<file path="src/rtl/bounce_sprite.sv">
// Bouncing ball sprite for the VGA pong game: moves one step per divider tick, bounces off
// walls and the paddle, counts misses against a lives budget and drives registered pixel colour.
module bounce_sprite #(
    parameter int CW         = 11,
    parameter int DW         = 5,
    parameter int SCREEN_W   = 800,
    parameter int SCREEN_H   = 600,
    parameter int SIZE_W     = 14,
    parameter int SIZE_H     = 20,
    parameter int START_X    = 0,
    parameter int START_Y    = 0,
    parameter int LIVES      = 3,
    parameter int SERVE_WAIT = 60
) (
    input  logic          CLK_100MHz,
    input  logic          Reset,
    input  logic          tick,
    input  logic [CW-1:0] X,
    input  logic [CW-1:0] Y,
    input  logic [DW-1:0] delX,
    input  logic [DW-1:0] delY,
    input  logic [11:0]   rgbIn,
    input  logic          launch,
    input  logic [CW-1:0] padX,
    input  logic [CW-1:0] padY,
    input  logic [CW-1:0] padW,
    input  logic [CW-1:0] padH,
    output logic          yes,
    output logic [3:0]    red,
    output logic [3:0]    green,
    output logic [3:0]    blue,
    output logic [CW-1:0] posX,
    output logic [CW-1:0] posY,
    output logic          miss,
    output logic [3:0]    livesLeft,
    output logic          gameOver
);

    localparam int EW    = CW + 1;
    localparam int CNT_W = $clog2(SERVE_WAIT + 1);

    localparam logic [CW-1:0]    START_X_C = CW'(START_X);
    localparam logic [CW-1:0]    START_Y_C = CW'(START_Y);
    localparam logic [EW-1:0]    SCR_W_E   = EW'(SCREEN_W);
    localparam logic [EW-1:0]    SCR_H_E   = EW'(SCREEN_H);
    localparam logic [EW-1:0]    SZ_W_E    = EW'(SIZE_W);
    localparam logic [EW-1:0]    SZ_H_E    = EW'(SIZE_H);
    localparam logic [CW-1:0]    SZ_W_C    = CW'(SIZE_W);
    localparam logic [CW-1:0]    BOTTOM_C  = CW'(SCREEN_H - SIZE_H);
    localparam logic [3:0]       LIVES_C   = 4'(LIVES);
    localparam logic [CNT_W-1:0] WAIT_C    = CNT_W'(SERVE_WAIT);

    typedef enum logic [2:0] {
        ST_IDLE,
        ST_SERVE,
        ST_MOVE,
        ST_MISS,
        ST_OVER
    } state_t;

    state_t           state_reg, state_next;
    logic [CW-1:0]    pos_x_reg, pos_x_next;
    logic [CW-1:0]    pos_y_reg, pos_y_next;
    logic             dir_x_neg_reg, dir_x_neg_next;
    logic             dir_y_neg_reg, dir_y_neg_next;
    logic [3:0]       lives_reg, lives_next;
    logic [CNT_W-1:0] count_reg, count_next;
    logic             yes_reg;
    logic [11:0]      rgb_reg;

    // Everything geometric is compared one bit wider so sums near the screen edge never wrap.
    logic [EW-1:0] px_e, py_e, dx_e, dy_e, nx_e;
    logic [EW-1:0] pad_x_e, pad_y_e, pad_w_e, pad_h_e;
    logic [EW-1:0] raster_x_e, raster_y_e;
    logic          pad_hit;
    logic          pix_hit;
    logic [11:0]   rgb_mask;
    logic [CNT_W-1:0] count_inc;

    assign px_e       = {1'b0, pos_x_reg};
    assign py_e       = {1'b0, pos_y_reg};
    assign dx_e       = EW'(delX);
    assign dy_e       = EW'(delY);
    assign nx_e       = px_e + dx_e;
    assign pad_x_e    = {1'b0, padX};
    assign pad_y_e    = {1'b0, padY};
    assign pad_w_e    = {1'b0, padW};
    assign pad_h_e    = {1'b0, padH};
    assign raster_x_e = {1'b0, X};
    assign raster_y_e = {1'b0, Y};
    assign count_inc  = count_reg + CNT_W'(1);

    // Paddle test uses the candidate X and the current (not yet updated) Y.
    assign pad_hit = (nx_e < pad_x_e + pad_w_e) && (pad_x_e < nx_e + SZ_W_E) &&
                     (py_e < pad_y_e + pad_h_e) && (pad_y_e < py_e + SZ_H_E);

    assign pix_hit = (raster_x_e >= px_e) && (raster_x_e < px_e + SZ_W_E) &&
                     (raster_y_e >= py_e) && (raster_y_e < py_e + SZ_H_E);

    generate
        for (genvar gi = 0; gi < 3; gi++) begin : g_chan
            assign rgb_mask[gi*4 +: 4] = pix_hit ? rgbIn[gi*4 +: 4] : 4'h0;
        end
    endgenerate

    always_comb begin
        state_next     = state_reg;
        pos_x_next     = pos_x_reg;
        pos_y_next     = pos_y_reg;
        dir_x_neg_next = dir_x_neg_reg;
        dir_y_neg_next = dir_y_neg_reg;
        lives_next     = lives_reg;
        count_next     = count_reg;

        case (state_reg)
            ST_IDLE: begin
                pos_x_next     = START_X_C;
                pos_y_next     = START_Y_C;
                dir_x_neg_next = 1'b0;
                dir_y_neg_next = 1'b0;
                count_next     = '0;
                if (launch) begin
                    state_next = ST_SERVE;
                end
            end
            ST_SERVE: begin
                pos_x_next = START_X_C;
                pos_y_next = START_Y_C;
                if (tick) begin
                    count_next = count_inc;
                    if (count_inc == WAIT_C) begin
                        state_next = ST_MOVE;
                    end
                end
            end
            ST_MOVE: begin
                if (tick) begin
                    if (delX != '0) begin
                        if (dir_x_neg_reg) begin
                            if (px_e < dx_e) begin
                                pos_x_next     = '0;
                                dir_x_neg_next = 1'b0;
                            end else begin
                                pos_x_next = pos_x_reg - CW'(delX);
                            end
                        end else if (pad_hit) begin
                            pos_x_next     = padX - SZ_W_C;
                            dir_x_neg_next = 1'b1;
                        end else if (nx_e + SZ_W_E > SCR_W_E) begin
                            state_next = ST_MISS;
                        end else begin
                            pos_x_next = pos_x_reg + CW'(delX);
                        end
                    end
                    // A miss freezes the ball where it was; Y is left alone that tick.
                    if (state_next != ST_MISS && delY != '0) begin
                        if (dir_y_neg_reg) begin
                            if (py_e < dy_e) begin
                                pos_y_next     = '0;
                                dir_y_neg_next = 1'b0;
                            end else begin
                                pos_y_next = pos_y_reg - CW'(delY);
                            end
                        end else if (py_e + dy_e + SZ_H_E >= SCR_H_E) begin
                            pos_y_next     = BOTTOM_C;
                            dir_y_neg_next = 1'b1;
                        end else begin
                            pos_y_next = pos_y_reg + CW'(delY);
                        end
                    end
                end
            end
            ST_MISS: begin
                lives_next     = lives_reg - 4'd1;
                pos_x_next     = START_X_C;
                pos_y_next     = START_Y_C;
                dir_x_neg_next = 1'b0;
                dir_y_neg_next = 1'b0;
                count_next     = '0;
                state_next     = (lives_reg <= 4'd1) ? ST_OVER : ST_SERVE;
            end
            ST_OVER: begin
                if (launch) begin
                    lives_next = LIVES_C;
                    state_next = ST_IDLE;
                end
            end
            default: begin
                state_next = ST_IDLE;
            end
        endcase
    end

    always_ff @(posedge CLK_100MHz or negedge Reset) begin
        if (!Reset) begin
            state_reg     <= ST_IDLE;
            pos_x_reg     <= START_X_C;
            pos_y_reg     <= START_Y_C;
            dir_x_neg_reg <= 1'b0;
            dir_y_neg_reg <= 1'b0;
            lives_reg     <= LIVES_C;
            count_reg     <= '0;
            yes_reg       <= 1'b0;
            rgb_reg       <= '0;
        end else begin
            state_reg     <= state_next;
            pos_x_reg     <= pos_x_next;
            pos_y_reg     <= pos_y_next;
            dir_x_neg_reg <= dir_x_neg_next;
            dir_y_neg_reg <= dir_y_neg_next;
            lives_reg     <= lives_next;
            count_reg     <= count_next;
            yes_reg       <= pix_hit;
            rgb_reg       <= rgb_mask;
        end
    end

    assign yes       = yes_reg;
    assign red       = rgb_reg[11:8];
    assign green     = rgb_reg[7:4];
    assign blue      = rgb_reg[3:0];
    assign posX      = pos_x_reg;
    assign posY      = pos_y_reg;
    assign miss      = (state_reg == ST_MISS);
    assign livesLeft = lives_reg;
    assign gameOver  = (state_reg == ST_OVER);

endmodule

</file>
<file path="config.mk">
export PLATFORM = sky130hd
export DESIGN_NAME = bounce_sprite
export DESIGN_NICKNAME = d
export VERILOG_FILES = /design/src/rtl/bounce_sprite.sv
export SDC_FILE = /design/constraint.sdc
export NUM_CORES = 1
export LEC_CHECK = 0
export CAP_MARGIN = 40
export CORE_MARGIN = 4
export CORE_UTILIZATION = 51
export CTS_BUF_LIST = sky130_fd_sc_hd__clkbuf_8
export DETAILED_ROUTE_END_ITERATION = 16
export HOLD_SLACK_MARGIN = 0.06
export PLACE_DENSITY_LB_ADDON = 0.15
export SLEW_MARGIN = 15
export SYNTH_ARGS = -nofsm -noshare
export SYNTH_HDL_FRONTEND = slang
export SYNTH_SLANG_ARGS = --single-unit
</file>
<file path="constraint.sdc">
create_clock -name CLK_100MHz -period 3.8 [get_ports CLK_100MHz]
set_input_delay 0.57 -clock CLK_100MHz [delete_from_list [all_inputs] [get_ports CLK_100MHz]]
set_output_delay 0.57 -clock CLK_100MHz [all_outputs]
set_load 0.005 [all_outputs]
</file>
# --- Word-level counts from Yosys, hierarchy flattened ---
# Index checks and enable logic that the tools add are counted.
word_totals:
  regBits: 50
  latchBits: 0
  ram_bits: 0
  rom_bits: 0
  wordCells: 119
  mem_count: 0
classes:
  add_sub_neg: 15
  n_mul: 0
  div_mod_pow: 0
  order_cmp: 13
  n_eq_ne: 14
  shift: 0
  mux: 45
  bitwise: 0
  reduce_logical: 23
ops:
  columns: ["op", "n"]
  rows:
  - ["$mux 11", 11]
  - ["$lt 11x12->1", 5]
  - ["$pmux 11 s2", 2]
  - ["$mux 3", 12]
  - ["$add 11x11->12", 2]
  - ["$add 11x5->12", 2]
  - ["$add 11x5->11", 2]
  - ["$ge 11x11->1", 2]
  - ["$lt 11x5->1", 2]
  - ["$sub 11x5->11", 2]
  - ["$mux 4", 4]
  - ["$pmux 3 s5", 1]
  - ["$ne 2x2->1 const B", 7]
  - ["$add 11x4->12 const B", 1]
  - ["$add 11x5->12 const B", 1]
  - ["$add 12x4->12 const B", 1]
  - ["$add 12x5->12 const B", 1]
  - ["$ge 12x10->1 const B", 1]
  - ["$gt 12x10->1 const B", 1]
  - ["$lt 12x12->1", 1]
  - ["$pmux 6 s2", 1]
  - ["$sub 11x4->11 const B", 1]
  - ["$mux 1", 10]
  - ["$reduce_bool 5->1", 2]
  - ["other kinds (21)", 35]

# --- Depth between registers and ports, before layout ---
# Gate-level depths: netlist of the first run.
depth:
  depth_word: 16
  mapped_depth: 24

# --- Worst setup path before layout of the first run ---
# OpenSTA, ideal clock, no wires.
synth_path:
  kind: "input to register"
  start: "input padX[0]"
  end: "register pos_y_reg[2], in the netlist posY[2]"
  arrival_ns: 4.712
  required_time_ns: 3.675
  setup_slack_ns: -1.037
  path_stages: 23
  path_cell_list: "ha_1 > fa_1 > a21o_1 > a21oi_1 > o21bai_1 > a21oi_1 > nor2b_1 > o21a_1 > o21ai_0 > nand2b_1 > a21oi_1 > xor2_1 > ha_1 > and4_1 > and2_0 > a221o_1 > a31oi_1 > o31a_1 > o21ai_1 > o211a_4 > a21oi_2 > buf_6 > mux2_4"
synth_via:
  elab_chain_cells: 14
  word_cells_on_any_way: 15
synth_lines:
  columns: ["element", "line_no", "source"]
  rows:
  - ["from (decl)", "24", "input logic [CW-1:0] padX,"]
  - ["$add 11x11->12", "94", "assign pad_hit = (nx_e < pad_x_e + pad_w_e) && (pad_x_e < nx_e + SZ_W_E) &&"]
  - ["$lt 12x12->1", "94", null]
  - ["$logic_and 1x1->1 (*) (2 in a row)", "94", null]
  - ["$logic_and 1x1->1 (*)", "95", "(py_e < pad_y_e + pad_h_e) && (pad_y_e < py_e + SZ_H_E);"]
  - ["$mux 3 (*)", "146", "end else if (pad_hit) begin"]
  - ["$mux 3 (*)", "139", "if (dir_x_neg_reg) begin"]
  - ["$mux 3 (*)", "138", "if (delX != '0) begin"]
  - ["$mux 3 (*)", "137", "if (tick) begin"]
  - ["$mux 3 (*)", "115", "case (state_reg)"]
  - ["$ne 3x2->1 (*)", "156", "if (state_next != ST_MISS && delY != '0) begin"]
  - ["$logic_and 1x1->1 (*)", "156", null]
  - ["$ne 2x2->1 (no source line) (*)", null, null]
  - ["$reduce_and 3->1 (no source line) (*)", null, null]
  - ["to (signal assigned)", "208", "pos_y_reg <= pos_y_next;"]
  - ["to (decl)", "63", "logic [CW-1:0] pos_y_reg, pos_y_next;"]
# Every way passes the cells marked *; elsewhere a longest branch is shown, timed or not. The select of a mux whose other input is x is not followed.
# A chain may end at the register's enable or synchronous reset.

# --- Final worst setup path of the first run ---
layout_path:
  start: "input delX[0]"
  end: "register pos_x_reg[8], in the netlist posX[8]"
layout_via:
  elab_chain_cells: 11
  word_cells_on_any_way: 22
layout_lines:
  columns: ["element", "line_no", "source"]
  rows:
  - ["from (decl)", "20", "input logic [DW-1:0] delX,"]
  - ["$add 11x5->12", "84", "assign nx_e = px_e + dx_e;"]
  - ["$add 12x4->12", "94, 149", null]
  - ["$lt 11x12->1", "94", null]
  - ["$logic_and 1x1->1 (2 in a row)", "94", null]
  - ["$logic_and 1x1->1", "95", null]
  - ["$mux 11", "146", null]
  - ["$mux 11", "139", null]
  - ["$mux 11", "138", null]
  - ["$mux 11", "137", null]
  - ["$pmux 11 s2", "115", null]
  - ["to (signal assigned)", "207", "pos_x_reg <= pos_x_next;"]
  - ["to (decl)", "62", "logic [CW-1:0] pos_x_reg, pos_x_next;"]
# Several ways; a longest one is shown, not always the timed one. The select of a mux whose other input is x is not followed.

==> reports/metrics.cfg, run 1 <==
[outcome]
status = finished with violations
violations = negative setup slack

[synth]
synth_flop_cell = dfrtp_1
ys_warn_count = 0
synth_adder_area_share_pct = 24.5
yosysSeqAreaShare_pct = 16.2
syn-instance-count = 929
synth_edf_count = 0
synth-simple-area-share_pct = 16.0
synth_mux_area_share_pct = 1.78
avgSynthCellArea_sq_um = 8.34
synth_area_sq_mm = 0.00774
ys_types = 91
synth_xor_area_share_pct = 8.14
async_flop_share_pct = 100
synth_nets = 1167
ys_seq_elements = 50
synth_compound_area_share_pct = 27.6
synth_top_family_by_area = compound AO/OA/AOI/OAI gates

[critical_path]
crit_family = compound AO/OA/AOI/OAI gates
crit_chain = clkdlybuf4s50_1 -> ha_2 -> fa_2 -> nand2b_4 -> a2111oi_4 -> nor3_1 -> nor2_1 -> inv_1 -> ha_1 -> and4_1 -> and2_0 -> a221o_1 -> a31oi_1 -> o31a_1 -> o21ai_2 -> o211a_4 -> buf_4 -> buf_16 -> a311oi_2 -> o22ai_2
critPathMaxStageDelay_ns = 0.52
rrSetupSlack_ns = -0.52
worstSetupStartpointType = input port
worst-path-max-fanout = 5
arrival_ns = 4.79
critPathKind = input port to flop
critPathSlowestCell = clkdlybuf4s50_1
endpoint_kind = flop
path_buf_inv = 4
cp_data_required_time_ns = 4.01

[finish]
area_growth_syn_to_layout_pct = 48.8
fillCellCount = 1036
drive_gt1_share_pct = 27.4
nNetsFinal = 1506
regArea_sq_mm = 0.00125
multi_input_area_sq_mm = 0.00650
diodes = 0
largest_reg_flops = 12

[sta]
hold_violations = 0
period_needed_ns = 4.58
maxSlewViolCount = 0
setup_ws_ns = -0.779
slew_headroom_pct = 46.5
setup_viol = 25
max_freq_mhz = 218
whs_ns = 0.315
fin_skew_ns = 0.00872
rsz0062_at_grt = yes
worst_slew_pin_slew_ns = 0.802
post-route-period-util_pct = 120

[power]
power_density_mw_per_mm2 = 153
finalPower_mw = 1.77
leakage_nw = 5.32
peakVddDrop_uv = 194

[global_route]
use_met2_pct = 49.3
grt_util_met1_pct = 34.8
antenna_found_initial = 0
grt_pass1_vias = 8555
grt_pass1_wl_um = 40800
grt_busiest_layer = met2
grtUsageMet3_pct = 3.98
grt_usage_pct = 27.9
grt_max_degree = 34
grt_overflow_total = 0

[floorplan]
num_rows = 44
dieWidth_um = 131
io_pins = 133
start_util_pct = 52.7
die_height_um = 131
coreArea_sq_mm = 0.0147
die_area_sq_mm = 0.0172

[route]
drt-total-wl_um = 25500
drtPass1Iterations = 5
drc = 0
ant_nets = 0
drt_iter0_markers = 660
avgViaCountPerCell = 5.91
wl_per_cell_um = 17.5
routed-via-count = 8583

[placement]
dpl.hpwl_um = 19500
gp_congestion = 0.964
io_buffers = 132

[cts]
cts_buffers = 5
clk_latency_ns = 0.32
cts_hold_buffers = 0
cts_root_buffer = clkbuf_8
clkTransAtPathRegs_ns = 0.10
htree_levels = 2
cts_buffer_depth = 2
cts_tree = yes
cts_sinks = 50

[min_path]
hp-class = input port to asynchronous set/reset pin

[run]
cap_viol_max_count = 0

## kinds of logic after synthesis
family / count (synthesis)
compound gates: 307
simple gates: 237
fa+ha+maj: 146
buf+inv: 113
xor+xnor: 64
flops: 50
mux: 12
## layout by cell type, fill, tap and decap left out, types with 11 or more instances in the layout
master / count
nand2_1: 53
dfrtp_1: 48
buf_4: 219
clkdlybuf4s50_1: 114
a21oi_1: 50
ha_1: 126
inv_1: 73
xnor2_1: 43
o21bai_1: 12
nand4_1: 12
xor2_1: 13
nor2_1: 49
buf_6: 14
nor3_1: 25
o21ai_0: 47
nor3b_1: 17
nand3_1: 15
o21a_1: 21
a21oi_2: 15
o211ai_1: 11
a21o_1: 35
## synthesized netlist by cell type, drive strengths merged, types with 17 or more instances
cell | instances | area (sq um)
nand2 | 54 | 203
a21oi | 68 | 359
nor3 | 28 | 151
a21o | 35 | 263
nor3b | 17 | 128
clkbuf | 23 | 86.3
o21ai | 62 | 314
nor2 | 50 | 188
o21a | 21 | 158
inv | 79 | 297
dfrtp | 48 | 1200
ha | 137 | 1710
xnor2 | 48 | 469
## stage by stage
| step | area [sq um] | setup slack [ns] | util [%] | instances | setup TNS (ns) |
|---|---|---|---|---|---|
| final | 11500 | -0.779 | 78.4 | 1453 | -17.77 |
| after global routing | 11500 | -0.922 | 78.4 | 1453 | -21.72 |
| after CTS | 11300 | -0.781 | 77.0 | 1448 | -17.84 |
| after detailed placement | 10700 | -1.65 | 73.0 | 1419 | -38.61 |
| after global placement | 10700 | -1.42 | 73.0 | 1419 | -33.73 |
| after floorplan | 7790 | -0.787 | - | 929 | -16.18 |
## per-layer routing
layer,vias to the layer above,part of all wire [%]
met5,-,0
met3,72,5.5
li1,4116,-
met1,4038,41
met2,357,49
met4,0,3.6
## area by class of cell
cell class,count,area share [%]
Clock buffer,5,0.597
Clock inverter,3,0.358
Inverter,81,2.64
Multi-Input combinational cell,766,56.4
Sequential cell,50,10.9
Tap cell,184,2.00
Timing Repair Buffer,364,27.1
## worst paths after layout
kind	from	end	cells after the start
setup / recovery	delX[0]	posX[8]	20
hold / removal	Reset	rgb_reg[1]	1
setup reg to reg	posX[2]	posX[8]	20
hold reg to reg	count_reg[4]	count_reg[4]	2
max in group asynchronous	Reset	livesLeft[1]	2
min in group CLK_100MHz	count_reg[4]	count_reg[4]	2
## timing repair
| action | CTS | global route |
|---|---|---|
| cloned | 1 | 0 |
| resized for setup | 98 | 39 |
| pin swaps | 58 | 18 |
| buffers inserted | 20 | 5 |
| endpoints found under the setup margin | 25 | 25 |
## report_power, final
| part | switching [mW] | internal [mW] | total (mW) |
|---|---|---|---|
| sequential | 0.0172 | 0.548 | 0.565 |
| combinational | 0.376 | 0.424 | 0.800 |
| clock | 0.209 | 0.194 | 0.403 |
Note: power is estimated with default switching activity, not from simulation.
==> inputs of run 2 (changes only) <==
- SKIP_CTS_REPAIR_TIMING: default -> 1
==> reports/metrics.cfg, run 2 (synthesis gave the netlist of run 1 again) <==
[outcome]
status = finished with violations
violations = negative setup slack

[placement]
place_inst = 1419
dpl.hpwl_um = 19500
io_buffers = 132
gp_congestion = 0.964
dpl_cell_area_sq_mm = 0.0107

[floorplan]
coreArea_sq_mm = 0.0147
num_rows = 44
io_pins = 133
start_util_pct = 52.7
dieWidth_um = 131
die_area_sq_mm = 0.0172
die_height_um = 131

[global_route]
grt_pass1_vias = 8094
grt_max_degree = 34
grt_pass1_wl_um = 38500
grt_overflow_total = 0
antenna_found_initial = 0
grt_usage_pct = 26.3

[critical_path]
worst-path-max-fanout = 5
crit_family = compound AO/OA/AOI/OAI gates
critPathMaxStageDelay_ns = 0.47
timing.rr.start = posX[1]
rr_endpoint = posY[5]
critPathSlowestCell = clkdlybuf4s50_1
cp_data_required_time_ns = 4.02
endpoint_kind = flop
critPathKind = input port to flop
worst-path-stages = 21
reg2reg_depth = 20
worstSetupStartpointType = input port
arrival_ns = 4.89
rrSetupSlack_ns = -0.54
crit_chain = clkdlybuf4s50_1 -> ha_2 -> fa_2 -> nand2b_4 -> buf_4 -> a211oi_2 -> buf_4 -> o21ai_2 -> xnor2_2 -> inv_1 -> ha_1 -> and4_1 -> and2_0 -> a221o_1 -> a31oi_1 -> o31a_1 -> o21ai_2 -> o211a_4 -> a21oi_4 -> buf_6 -> mux2_4
path_buf_inv = 5

[route]
wl_per_cell_um = 17.2
ant_nets = 0
routed-via-count = 8427
drc = 0
drtPass1Iterations = 5
avgViaCountPerCell = 5.86
drt-total-wl_um = 24700
drt_iter0_markers = 616

[finish]
design_area_sq_mm = 0.0114
area_growth_syn_to_layout_pct = 47.3
nNetsFinal = 1491
drive_gt1_share_pct = 26.2
final_common_cell = buf_4
fillCellCount = 1039
largest_reg_flops = 12
final_cells = 1438
fin_util_pct = 77.6
final_cell_mix = 204 x buf_4, 126 x ha_1, 117 x clkdlybuf4s50_1
diodes = 0

[run]
cap_viol_max_count = 0

[sta]
period_needed_ns = 4.67
setup_viol = 25
setup_ws_ns = -0.866
max_freq_mhz = 214
slew_headroom_pct = 47.2
post-route-period-util_pct = 123
worst_slew_pin_slew_ns = 0.792
maxSlewViolCount = 0
fin_skew_ns = 0.0110
rsz0062_at_grt = yes
hold_violations = 0

[power]
leakage_nw = 5.32
power_density_mw_per_mm2 = 153
peakVddDrop_uv = 202

[cts]
clk_latency_ns = 0.33
htree_levels = 2
cts_buffers = 5
cts_buffer_depth = 2
cts_root_buffer = clkbuf_8
cts_tree = yes
clkTransAtPathRegs_ns = 0.10
cts_sinks = 50

[min_path]
hp-class = input port to asynchronous set/reset pin

[run 2: report_power, final]
part	switching, mW	total, mW	internal (mW)	leakage (nW)
Clock	0.209	0.403	0.194	0.0556
Combinational	0.364	0.774	0.410	4.58
Sequential	0.0175	0.565	0.548	0.677
[run 2: area by class of cell]
type | count | area, sq um | area share [%]
Timing Repair Buffer | 349 | 3060 | 26.8
Sequential cell | 50 | 1250 | 11.0
Multi-Input combinational cell | 766 | 6450 | 56.6
Clock buffer | 5 | 68.8 | 0.603
Clock inverter | 3 | 41.3 | 0.362
Tap cell | 184 | 230 | 2.02
Inverter | 81 | 304 | 2.67
[run 2: how the worst max path moves through the flow]
stage / start / to / slack, ns
6_report: delX[0] / posY[5] / -0.87
5_1_grt: padX[0] / posY[7] / -1.03
4_1_cts: padY[0] / posX[2] / -1.32
3_3_place_gp: padY[0] / posY[8] / -1.42
3_5_place_dp: padY[0] / posX[2] / -1.65
2_1_floorplan: padX[0] / posY[2] / -0.79
[run 2: per-layer routing]
| metal | global-route usage [%] | up-vias | part of all wire (%) |
|---|---|---|---|
| met5 | 0 | - | 0 |
| met4 | 8.05 | 0 | 2.8 |
| met3 | 3.17 | 50 | 5.3 |
| met2 | 46.1 | 306 | 50 |
| met1 | 34.0 | 4002 | 42 |
| li1 | - | 4069 | - |
[run 2: metrics by stage]
stage / hold WS, ns / power (mW) / setup WS [ns] / TNS (ns)
final: 0.318 / 1.74 / -0.866 / -19.44
after global routing: 0.367 / 1.85 / -1.03 / -23.60
after CTS: 0.325 / 1.69 / -1.32 / -30.47
after detailed placement: 0.531 / 1.29 / -1.65 / -38.61
after global placement: 0.518 / 1.27 / -1.42 / -33.73
after floorplan: 0.274 / 0.946 / -0.787 / -16.18
[run 2: worst reg2reg max path, stage by stage (launching register included)]
cell,delay [ns]
dfrtp_1,0.45
buf_4,0.17
fa_2,0.40
nand2b_4,0.10
buf_4,0.12
a211oi_2,0.05
buf_4,0.16
o21ai_2,0.17
xnor2_2,0.16
inv_1,0.11
ha_1,0.33
and4_1,0.19
and2_0,0.13
a221o_1,0.34
a31oi_1,0.16
o31a_1,0.19
o21ai_2,0.09
o211a_4,0.28
a21oi_4,0.18
buf_6,0.16
mux2_4,0.30
==> inputs of run 3 (changes only) <==
- CORE_UTILIZATION: 51 -> 50
- CTS_BUF_LIST: sky130_fd_sc_hd__clkbuf_8 -> default
==> reports/metrics.cfg, run 3 (synthesis gave the netlist of run 1 again) <==
[critical_path]
timing.rr.start = posX[2]
crit_end = posY[7]
rr_endpoint = posY[7]
critPathSlowestCell = fa_2
crit_chain = buf_8 -> ha_4 -> fa_2 -> a21o_1 -> a21oi_2 -> o21bai_1 -> a21oi_2 -> nor2b_1 -> o21a_1 -> o21ai_2 -> nand2b_1 -> a21oi_2 -> xor2_1 -> ha_1 -> and4_1 -> and2_4 -> a221o_1 -> a31oi_1 -> o31a_1 -> o21ai_2 -> o211a_4 -> a21oi_4 -> buf_6 -> mux2_4
worst-path-max-fanout = 5
cp_data_required_time_ns = 3.99
worstSetupStartpointType = input port
endpoint_kind = flop
critPathKind = input port to flop
arrival_ns = 4.82
critPathMaxStageDelay_ns = 0.34
worst_path_most_repeated_cell = a21oi_2
rrSetupSlack_ns = -0.47
startpoint = padX[0]
reg2reg_depth = 19

[finish]
largest_reg_flops = 12
area_growth_syn_to_layout_pct = 48.0
final_cell_mix = 216 x buf_4, 128 x ha_1, 116 x clkdlybuf4s50_1
diodes = 0
fillCellCount = 1111
nNetsFinal = 1499
design_area_sq_mm = 0.0115
drive_gt1_share_pct = 26.5
final_common_cell = buf_4
final_cells = 1450

[sta]
slew_headroom_pct = 52.6
max_freq_mhz = 216
rsz0062_at_grt = yes
hold_violations = 0
post-route-period-util_pct = 122
worst_slew_pin_slew_ns = 0.711
fin_skew_ns = 0.00425
setup_viol = 25
period_needed_ns = 4.64
setup_ws_ns = -0.838
tns_ns = -19.04
maxSlewViolCount = 0
whs_ns = 0.183

[floorplan]
die_area_sq_mm = 0.0175
die_height_um = 132
start_util_pct = 50.9
io_pins = 133
coreArea_sq_mm = 0.0152
dieWidth_um = 132
num_rows = 45

[cts]
cts_root_buffer = clkbuf_16
cts_buffers = 5
htree_levels = 2
cts_tree = yes
cts_sinks = 50
clk_latency_ns = 0.30
clkTransAtPathRegs_ns = 0.07
cts_buffer_depth = 2

[global_route]
grt_pass1_vias = 8208
grt_overflow_total = 0
antenna_found_initial = 0
grt_pass1_wl_um = 38600
grt_max_degree = 37
grt_usage_pct = 26.2

[route]
drt_iter0_markers = 660
routed-via-count = 8409
drt-total-wl_um = 24400
drc = 0
ant_nets = 0
drtPass1Iterations = 5
wl_per_cell_um = 16.8
avgViaCountPerCell = 5.80

[outcome]
status = finished with violations
violations = negative setup slack

[placement]
dpl.hpwl_um = 19600
io_buffers = 132
place_inst = 1422
gp_congestion = 0.941
dpl_cell_area_sq_mm = 0.0107

[min_path]
hp-class = input port to asynchronous set/reset pin

[power]
leakage_nw = 5.38
finalPower_mw = 1.89
power_density_mw_per_mm2 = 165
peakVddDrop_uv = 183

[run]
cap_viol_max_count = 0

==> run 3: cell count changes in the layout (fill, tap and decap cells not counted), sizes merged <==
| cell | before | now |
|---|---|---|
| clkdlybuf4s50 | 117 | 116 |
| clkinv | 2 | 3 |
| buf | 219 | 228 |
| dlymetal6s2s | 10 | 11 |
| clkbuf | 8 | 7 |
| clkinvlp | 1 | 0 |
==> run 3: where the power goes <==
part           switching, mW  internal, mW  total, mW
clock                  0.224         0.313      0.537
combinational          0.368         0.418      0.786
sequential            0.0177         0.547      0.565
total                  0.610          1.28       1.89
==> run 3: area by class of cell <==
class,instances,area [sq um],share of cell area (%)
timing repair buffer,357,3060,26.7
inverter,81,304,2.65
multi-input combinational,766,6440,56.2
clock buffer,5,125,1.09
tap,188,235,2.05
clock inverter,3,43.8,0.382
sequential,50,1250,10.9
==> run 3: through the flow <==
stage               setup WS, ns  util [%]
detailed placement         -1.63      70.6
CTS                        -1.34      71.7
finish                    -0.838      75.4
global placement           -1.45      70.6
floorplan                 -0.787         -
global route               -1.04      75.4
==> run 3: worst min path at each step <==
| stage | end | slack [ns] | cells past startpoint |
|---|---|---|---|
| final | rgb_reg[7] | 0.18 | 1 |
| after detailed placement | posY[3] | 0.52 | 1 |
| after CTS | rgb_reg[7] | 0.19 | 1 |
| after global placement | posY[3] | 0.52 | 1 |
| after global routing | rgb_reg[11] | 0.21 | 1 |
| after floorplan | count_reg[0] | 0.27 | 0 |
==> run 3: worst max-delay path, delay by kind of cell <==
kind                     cells  cell delay, ns
AO/OA/AOI/OAI               13            2.27
adder cells (fa/ha/maj)      3            0.75
multiplexers                 1            0.30
XOR/XNOR                     1            0.16
AND/OR/NAND/NOR              4            0.51
buffers and inverters        2            0.27
==> run 3: routing by layer <==
| layer | track usage, % | vias up | part of all wire (%) |
|---|---|---|---|
| met4 | 8.08 | 0 | 3.1 |
| met2 | 46.4 | 292 | 49 |
| met3 | 3.08 | 65 | 4.9 |
| li1 | - | 4083 | - |
| met1 | 33.3 | 3969 | 43 |
| met5 | 0 | - | 0 |
==> RTL change, RTL diff (settings of run 1) <==
Take the reset off `rgb_reg` and load it in a clocked block of its own.
--- a/src/rtl/bounce_sprite.sv
+++ b/src/rtl/bounce_sprite.sv
@@ -203,3 +203,2 @@
             yes_reg       <= 1'b0;
-            rgb_reg       <= '0;
         end else begin
@@ -213,4 +212,7 @@
             yes_reg       <= pix_hit;
-            rgb_reg       <= rgb_mask;
         end
+    end
+
+    always_ff @(posedge CLK_100MHz) begin
+        rgb_reg <= rgb_mask;
     end
Formal check against the unedited RTL: not equivalent (a bounded check fails within 4 cycles, from zero or initial values and one cycle with Reset low).
==> RTL change against run 1 <==
- the flow still finishes with violations (setup timing)
- core utilization is 2.3 points higher
- global-route usage is 0.60 points higher
- wire length is 2.9% lower
- clock skew is 0.0091 ns higher
- sequential cell count stayed put
- final cell count is 0.48% lower
- design area is 1.7% lower
- worst setup slack worse by 0.073 ns
- sequential share of layout area is 0.32 points lower
- synthesized area is 4.4% lower
- power is 27% higher
- first-iteration DRC count is 15% lower
- combinational power is 54% higher
- clock power is 6.2% higher
- critical endpoint is now posX[4]$_DFFE_PN0P_
==> RTL change: results (changes against run 1) <==
Run status
  • Status: finished, violations left
  • Failing checks: setup timing

Yosys
  • Multiplexer share of the synthesized area: 1.69% (-0.088 points)
  • Largest cells by area after synthesis: ha_1 (23%), dfrtp_1 (12%), xnor2_1 (4.5%)
  • Synth async-reset ratio: 76.0% (-24 points)
  • Sequential cell area fraction in the yosys report: 16.1% (-0.073 points)
  • Count of different cell masters after synthesis: 84 (-7.7%)
  • Gate Count Post-Synth: 918 (-1.2%)
  • Synth cell count leaders: ha_1 (137), inv_1 (72), nor2_1 (67), nand2_1 (66), a21oi_1 (58)
  • Compound-gate portion of the synthesized area: 25.3% (-2.3 points)

Setup path
  • R2R depth: 25 (+25%)
  • Worst R2R End: posX[4]$_DFFE_PN0P_
  • Worst path slowest cell: dfrtp_1
  • Worst R2R Start: posX[0]$_DFFE_PN0P_

Finish
  • Inverter count: 73 (-9.9%)
  • Layout cells sized above 1: 29.8% (+2.4 points)
  • Clock-cell share: 1.04% (+0.083 points)
  • Post-route insts no fill: 1446 (-0.48%)
  • Non-clock buffer count: 371 (+1.9%)
  • Post-layout util: 80.7% (+2.3 points)
  • Sequential share of cell area: 10.6% (-0.32 points)
  • Fraction of area in multi-input gates: 55.6% (-0.79 points)
  • Multi-input combinational cell count: 764 (-0.26%)

Power and ir drop
  • Logic pwr share: 54.8% (+9.6 points)
  • Sw Pwr: 828 µW (+38%)
  • Peak supply drop: 0.151 mV (-22%)

Placed design
  • DP Area: 10400 µm² (-2.7%)
  • Post-Place Worst Slack: -1.77 ns (-0.125 ns)

Route
  • Met1 Wirelength: 9730 µm (-7.8%)
  • Initial DRC count: 564 (-15%)
  • Met3 WL: 1390 µm (+0.14%)

STA
  • Clock skew: 0.0178 ns (+0.00905 ns)
  • Final Cycle Share: 122% (+1.9 points)
  • Final worst setup slack: -0.851 ns (-0.0727 ns)
  • Minimum hold slack: 0.168 ns (-0.147 ns)
  • Final Setup Violations: 25 (unchanged)
  • Setup Total Neg Slack: -18.99 ns (-1.22 ns)

Clock network
  • Clock Latency Late Sink: 0.35 ns (+0.03 ns)
  • Clock-pin slew on the worst setup and hold paths: 0.12 ns (+0.02 ns)

Global route
  • Global-route wire length before repair: 38700 µm (-5.2%)
  • Total GRT Usage: 28.5% (+0.60 points)
  • Met1 Use GR: 33.7% (-1.1 points)
-- RTL change: cell count changes after synthesis, sizes merged, moves of 5 or more --
cell    delta
a211oi     +5
a21o      -12
a21oi      -9
and2      +13
dfrtp     -12
dfxtp     +12
inv        -6
nand2     +12
nand2b     +5
nor2      +18
nor3b     -11
xnor2      -9
-- RTL change: worst max path at each step --
stage               slack [ns]  cells after the start           startpoint                        to
floorplan                -0.48                     20              delX[0]  state_reg[0]$_DFFE_PN0P_
global placement         -1.71                     22              padX[1]      posX[10]$_DFFE_PN0P_
detailed placement       -1.77                     22              padX[1]       posX[5]$_DFFE_PN0P_
CTS                      -0.70                     20  posX[1]$_DFFE_PN0P_       posX[2]$_DFFE_PN0P_
global route             -1.04                     23              padH[1]       posY[5]$_DFFE_PN0P_
finish                   -0.85                     25  posX[0]$_DFFE_PN0P_       posX[4]$_DFFE_PN0P_
